File: config.mk
export PLATFORM = sky130hd
export DESIGN_NAME = dmem_arbiter
export DESIGN_NICKNAME = d
export VERILOG_FILES = /design/src/rtl/dmem_arbiter.sv
export SDC_FILE = /design/constraint.sdc
export NUM_CORES = 1
export LEC_CHECK = 0
export CAP_MARGIN = 20
export CORE_UTILIZATION = 34
export CTS_BUF_LIST = sky130_fd_sc_hd__clkbuf_8
export DETAILED_ROUTE_END_ITERATION = 7
export GPL_TIMING_DRIVEN = 0
export PLACE_DENSITY_LB_ADDON = 0.2
export SLEW_MARGIN = 20
export SYNTH_ARGS = -nofsm -noshare
export SYNTH_HDL_FRONTEND = slang
export SYNTH_SLANG_ARGS = --single-unit
File: constraint.sdc
create_clock -name CLK -period 3.49 [get_ports CLK]
set_input_delay 0.5235 -clock CLK [delete_from_list [all_inputs] [get_ports CLK]]
set_output_delay 0.5235 -clock CLK [all_outputs]
set_load 0.005 [all_outputs]
File: src/rtl/dmem_arbiter.sv
// Round-robin arbiter sharing the single-port data memory between the core's
// load/store port and a DMA port issuing locked, auto-incrementing bursts.
module dmem_arbiter #(
  parameter int ADDR_W = 32,
  parameter int DATA_W = 32,
  parameter int LEN_W  = 4
) (
  input  logic              CLK,
  input  logic              RESET_N,
  input  logic              CPU_REQ,
  input  logic              CPU_WE,
  input  logic [ADDR_W-1:0] CPU_ADDR,
  input  logic [DATA_W-1:0] CPU_WDATA,
  output logic              CPU_GNT,
  output logic              CPU_STALL,
  output logic [DATA_W-1:0] CPU_RDATA,
  input  logic              DMA_REQ,
  input  logic              DMA_WE,
  input  logic [ADDR_W-1:0] DMA_ADDR,
  input  logic [LEN_W-1:0]  DMA_LEN,
  input  logic [DATA_W-1:0] DMA_WDATA,
  output logic              DMA_GNT,
  output logic [DATA_W-1:0] DMA_RDATA,
  output logic              DMA_DONE,
  output logic              MEM_WE,
  output logic [ADDR_W-1:0] MEM_ADDR,
  output logic [DATA_W-1:0] MEM_WDATA,
  input  logic [DATA_W-1:0] MEM_RDATA
);

  typedef enum logic {
    ST_IDLE,
    ST_BURST
  } state_t;

  state_t              state_q, state_d;
  logic                last_dma_q, last_dma_d;
  logic [LEN_W-1:0]    remain_q, remain_d;
  logic [ADDR_W-1:0]   baddr_q, baddr_d;
  logic                bwe_q, bwe_d;
  logic                done_q, done_d;
  logic                cpu_gnt, dma_gnt;

  always_ff @(posedge CLK or negedge RESET_N) begin
    if (!RESET_N) begin
      state_q    <= ST_IDLE;
      last_dma_q <= 1'b1;
      remain_q   <= '0;
      baddr_q    <= '0;
      bwe_q      <= 1'b0;
      done_q     <= 1'b0;
    end else begin
      state_q    <= state_d;
      last_dma_q <= last_dma_d;
      remain_q   <= remain_d;
      baddr_q    <= baddr_d;
      bwe_q      <= bwe_d;
      done_q     <= done_d;
    end
  end

  always_comb begin
    state_d    = state_q;
    last_dma_d = last_dma_q;
    remain_d   = remain_q;
    baddr_d    = baddr_q;
    bwe_d      = bwe_q;
    done_d     = 1'b0;
    cpu_gnt    = 1'b0;
    dma_gnt    = 1'b0;
    MEM_WE     = 1'b0;
    MEM_ADDR   = '0;
    MEM_WDATA  = '0;
    // Grants are suppressed while reset is held so the memory sees no access.
    if (RESET_N) begin
      unique case (state_q)
        ST_IDLE: begin
          if (CPU_REQ && (!DMA_REQ || last_dma_q)) begin
            cpu_gnt    = 1'b1;
            last_dma_d = 1'b0;
            MEM_WE     = CPU_WE;
            MEM_ADDR   = CPU_ADDR;
            MEM_WDATA  = CPU_WDATA;
          end else if (DMA_REQ) begin
            dma_gnt    = 1'b1;
            last_dma_d = 1'b1;
            MEM_WE     = DMA_WE;
            MEM_ADDR   = DMA_ADDR;
            MEM_WDATA  = DMA_WDATA;
            bwe_d      = DMA_WE;
            baddr_d    = DMA_ADDR + ADDR_W'(4);
            remain_d   = DMA_LEN;
            if (DMA_LEN == '0) done_d = 1'b1;
            else               state_d = ST_BURST;
          end
        end
        ST_BURST: begin
          dma_gnt   = 1'b1;
          MEM_WE    = bwe_q;
          MEM_ADDR  = baddr_q;
          MEM_WDATA = DMA_WDATA;
          baddr_d   = baddr_q + ADDR_W'(4);
          remain_d  = remain_q - LEN_W'(1);
          if (remain_q == LEN_W'(1)) begin
            state_d = ST_IDLE;
            done_d  = 1'b1;
          end
        end
        default: state_d = ST_IDLE;
      endcase
    end
  end

  assign CPU_GNT   = cpu_gnt;
  assign DMA_GNT   = dma_gnt;
  assign CPU_STALL = CPU_REQ & ~cpu_gnt;
  assign CPU_RDATA = cpu_gnt ? MEM_RDATA : '0;
  assign DMA_RDATA = dma_gnt ? MEM_RDATA : '0;
  assign DMA_DONE  = done_q;

endmodule

==> results by group <==
Cells and area
  – Layout cell share with drive strength beyond 1: 0.08744
  – Antenna Cells: 0
  – Most common cell after layout, fill and taps aside: clkdlybuf4s50_1
  – Fill count: 1158
  – P&R area growth vs syn: 78.50%
  – Commonest non-fill, non-tap cells in the layout: clkdlybuf4s50_1, nand2_1, nor2_1
  – Layout net count: 1065

Clock network
  – CTS Buf Count: 5
  – H-tree levels: 2
  – Clock tree root driver cell: clkbuf_8
  – # hold bufs at CTS: 0
  – Clock buffer depth: 2
  – Clock slew at reported path FFs: 0.09 ns
  – Clk sinks: 40
  – Clock Latency Late Sink: 0.31 ns
  – CTS tree: done

STA
  – Setup TNS: 0 ns
  – Unrepaired setup endpoints after global routing: no
  – Worst setup margin: 0.09383 ns
  – Period Utilization, post-route: 0.9731
  – Final setup viols: 0
  – Slew Viols, Final: 0
  – Max Clk Rate: 294.4 MHz
  – Tightest Pin Transition: 0.7952 ns
  – Setup Skew: 0.01153 ns
  – Fin. Hold Viols: 0
  – Slew HR: 0.4699
  – Crit path time final: 3.396 ns

Placed design
  – HPWL Detailed: 18050 microns
  – Final GP Congestion: 0.9535
  – PortBufs: 302
  – Pre-CTS worst setup slack: -0.9032 ns

Global routing
  – Gr ovfl total: 0
  – Vias in the first global route: 6035
  – Antenna violations before repair: 0
  – First-pass GRT wire length: 33560 microns
  – Pin count of the biggest net entering global routing: 25
  – GRT Overall Usage: 0.3273

Synthesis
  – Largest family of logic cells by synthesized area: simple AND/OR/NAND/NOR gates
  – Compound-Gate Fraction of Synth Area: 0.3072
  – Total nets after synthesis: 750
  – Ys flop type: dfrtp_1
  – EDFF count, synth: 0
  – Seq/Total Area, Yosys: 0.2237
  – Flop and latch count out of synthesis: 40
  – Adder-Cell Fraction of Synth Area: 0.008378
  – Mapped Cells: 577
  – Avg Cell Area, Syn: 7.765 sq um
  – Yosys cell types: 71
  – Asr flop ratio synth: 1.000
  – Mux contribution to synthesized area: 0.04105
  – Synth Cell Area: 4481 sq um
  – XOR/XNOR Fraction of Synth Area: 0.04691
  – Simple-Gate Fraction of Synth Area: 0.3147
  – Synth Warn #: 0

Worst setup path
  – CP top delay family: buffers and inverters
  – CP Cell Sequence: clkdlybuf4s50_1 -> a21boi_4 -> nand2_1 -> nor2_1 -> buf_4 -> nand2_1 -> nand3_1 -> clkdlybuf4s50_1
  – R2R Setup Slk: 0.15 ns
  – CP endpoint kind: output pin
  – Worst path slowest cell: clkdlybuf4s50_1
  – CP startpoint kind: input pin
  – CP Buf/Inv Count: 3
  – Crit-path max cell delay: 0.55 ns
  – CP Data Required Time: 2.97 ns
  – Crit Path Class: input pin to output pin
  – Register-to-Register Path Depth: 13
  – Reg-to-Reg End: baddr_q[28]$_DFFE_PN0P_
  – Crit-path max FO: 10
  – FF-to-FF Start: state_q$_DFFE_PN0P_
  – CP arrival: 2.87 ns

Hold path
  – Hold crit path type: input pin to async pin

Power and ir drop
  – Overall power: 3.748 mW
  – Leak Pwr: 3.201 nW
  – Maximum VDD drop: 0.0002192 V
  – Pwr Density: 468.7 nW/um^2

Route
  – Routed wire per std cell: 21.92 microns
  – DRC: 0
  – Via Count: 6275
  – TritonRoute pass-1 iters: 7
  – DR iter-0 viols: 555
  – Routed vias/inst: 5.898
  – Routed Antenna Nets: 0
  – Post-Route WL: 23330 microns

Die
  – Die H: 116.8 microns
  – Initial Util: 0.3522
  – Std-Cell Rows: 41
  – I/O pin cnt: 303
  – Die area: 13640 sq um
  – Core area: 12720 sq um
  – Die Span X: 116.8 microns

Flow run
  – Max cap viols: 0

Outcome
  – Outcome: finished clean
[logic make-up (layout without fill, tap and decap cells)]
group           Yosys count  after routing
mux                      18             18
buf+inv                  63            378
fa+ha+maj                 3              3
simple gates            259            259
compound gates          170            170
flops                    40             40
xor+xnor                 24             24
[worst max-delay path by stage]
stage | depth (start not counted) | end | from | slack, ns
6_report | 8 | MEM_WE | CPU_REQ | 0.09
2_1_floorplan | 13 | baddr_q[28]$_DFFE_PN0P_ | state_q$_DFFE_PN0P_ | 0.10
3_5_place_dp | 13 | baddr_q[28]$_DFFE_PN0P_ | state_q$_DFFE_PN0P_ | -0.90
4_1_cts | 8 | MEM_ADDR[10] | CPU_REQ | 0.007
5_1_grt | 7 | MEM_WDATA[9] | CPU_REQ | 0.02
3_3_place_gp | 8 | DMA_RDATA[28] | RESET_N | -2.02
[metrics by stage]
step | utilization | area (sq um) | instances | hold slack [ns]
final | 0.6286 | 7998 | 1064 | 0.1586
after CTS | 0.6234 | 7931 | 1059 | 0.1633
after global routing | 0.6286 | 7998 | 1064 | 0.1799
after global placement | 0.6067 | 7719 | 1051 | 0.4564
after detailed placement | 0.6079 | 7734 | 1052 | 0.4626
after floorplan | - | 4481 | 577 | 0.2279
[per-layer routing]
metal,part of all wire,global-route usage,routed length [microns],vias to the layer above
met1,0.39,0.4091,9023,2980
met2,0.47,0.5444,11060,409
met4,0.040,0.1553,943,0
li1,-,-,-,2842
met3,0.098,0.06179,2293,44
met5,0,0,0,-
[flip-flops by register name, indices dropped and copies added (netlist names)]
name / flops
last_dma_q: 1
bwe_q: 1
remain_q: 4
baddr_q: 32
DMA_DONE: 1
state_q: 1
[final cells by class]
cell class                      instances  area (sq um)  share of cell area
Clock buffer                            5         68.82            0.008605
Tap cell                              172         215.2             0.02691
Inverter                               10         42.54            0.005319
Sequential cell                        40          1003              0.1255
Multi-Input combinational cell        474          3253              0.4068
Timing Repair Buffer                  309          3082              0.3853
Clock inverter                          2         60.06            0.007509
Buffer                                 52         272.8             0.03411
[power breakdown]
group	leakage [nW]	switching, mW	total [mW]	internal [mW]
Clock	0.0642	0.189	0.472	0.282
Sequential	0.493	0.260	0.910	0.650
Combinational	2.64	1.12	2.37	1.24
Total	3.20	1.57	3.75	2.17
[synth_stat cells (all sizes together) (6+ instances only)]
| library cell | count | share of area |
|---|---|---|
| a222oi | 30 | 0.067 |
| nand3 | 31 | 0.040 |
| a21oi | 23 | 0.027 |
| dfrtp | 39 | 0.22 |
| buf | 19 | 0.021 |
| o21ai | 21 | 0.023 |
| nor3 | 6 | 0.0089 |
| o22ai | 14 | 0.020 |
| nand3b | 10 | 0.020 |
| clkbuf | 34 | 0.028 |
| a22o | 33 | 0.065 |
| nand4 | 9 | 0.019 |
| xnor2 | 12 | 0.023 |
| nor2 | 48 | 0.040 |
| inv | 9 | 0.0075 |
| o221a | 6 | 0.015 |
| mux2i | 15 | 0.034 |
| and2 | 36 | 0.050 |
| xor2 | 12 | 0.023 |
| nand2 | 61 | 0.052 |
| a221oi | 8 | 0.024 |
| and3 | 37 | 0.052 |
[what timing repair did]
action | 4_1_cts | 5_1_grt
hold endpoints to repair | 0 | 0
setup buffers | 1 | 5
setup endpoints to repair | 124 | 62
resized for setup | 33 | 12
pin swaps | 1 | 3
Note: power is estimated with default switching activity, not from simulation.
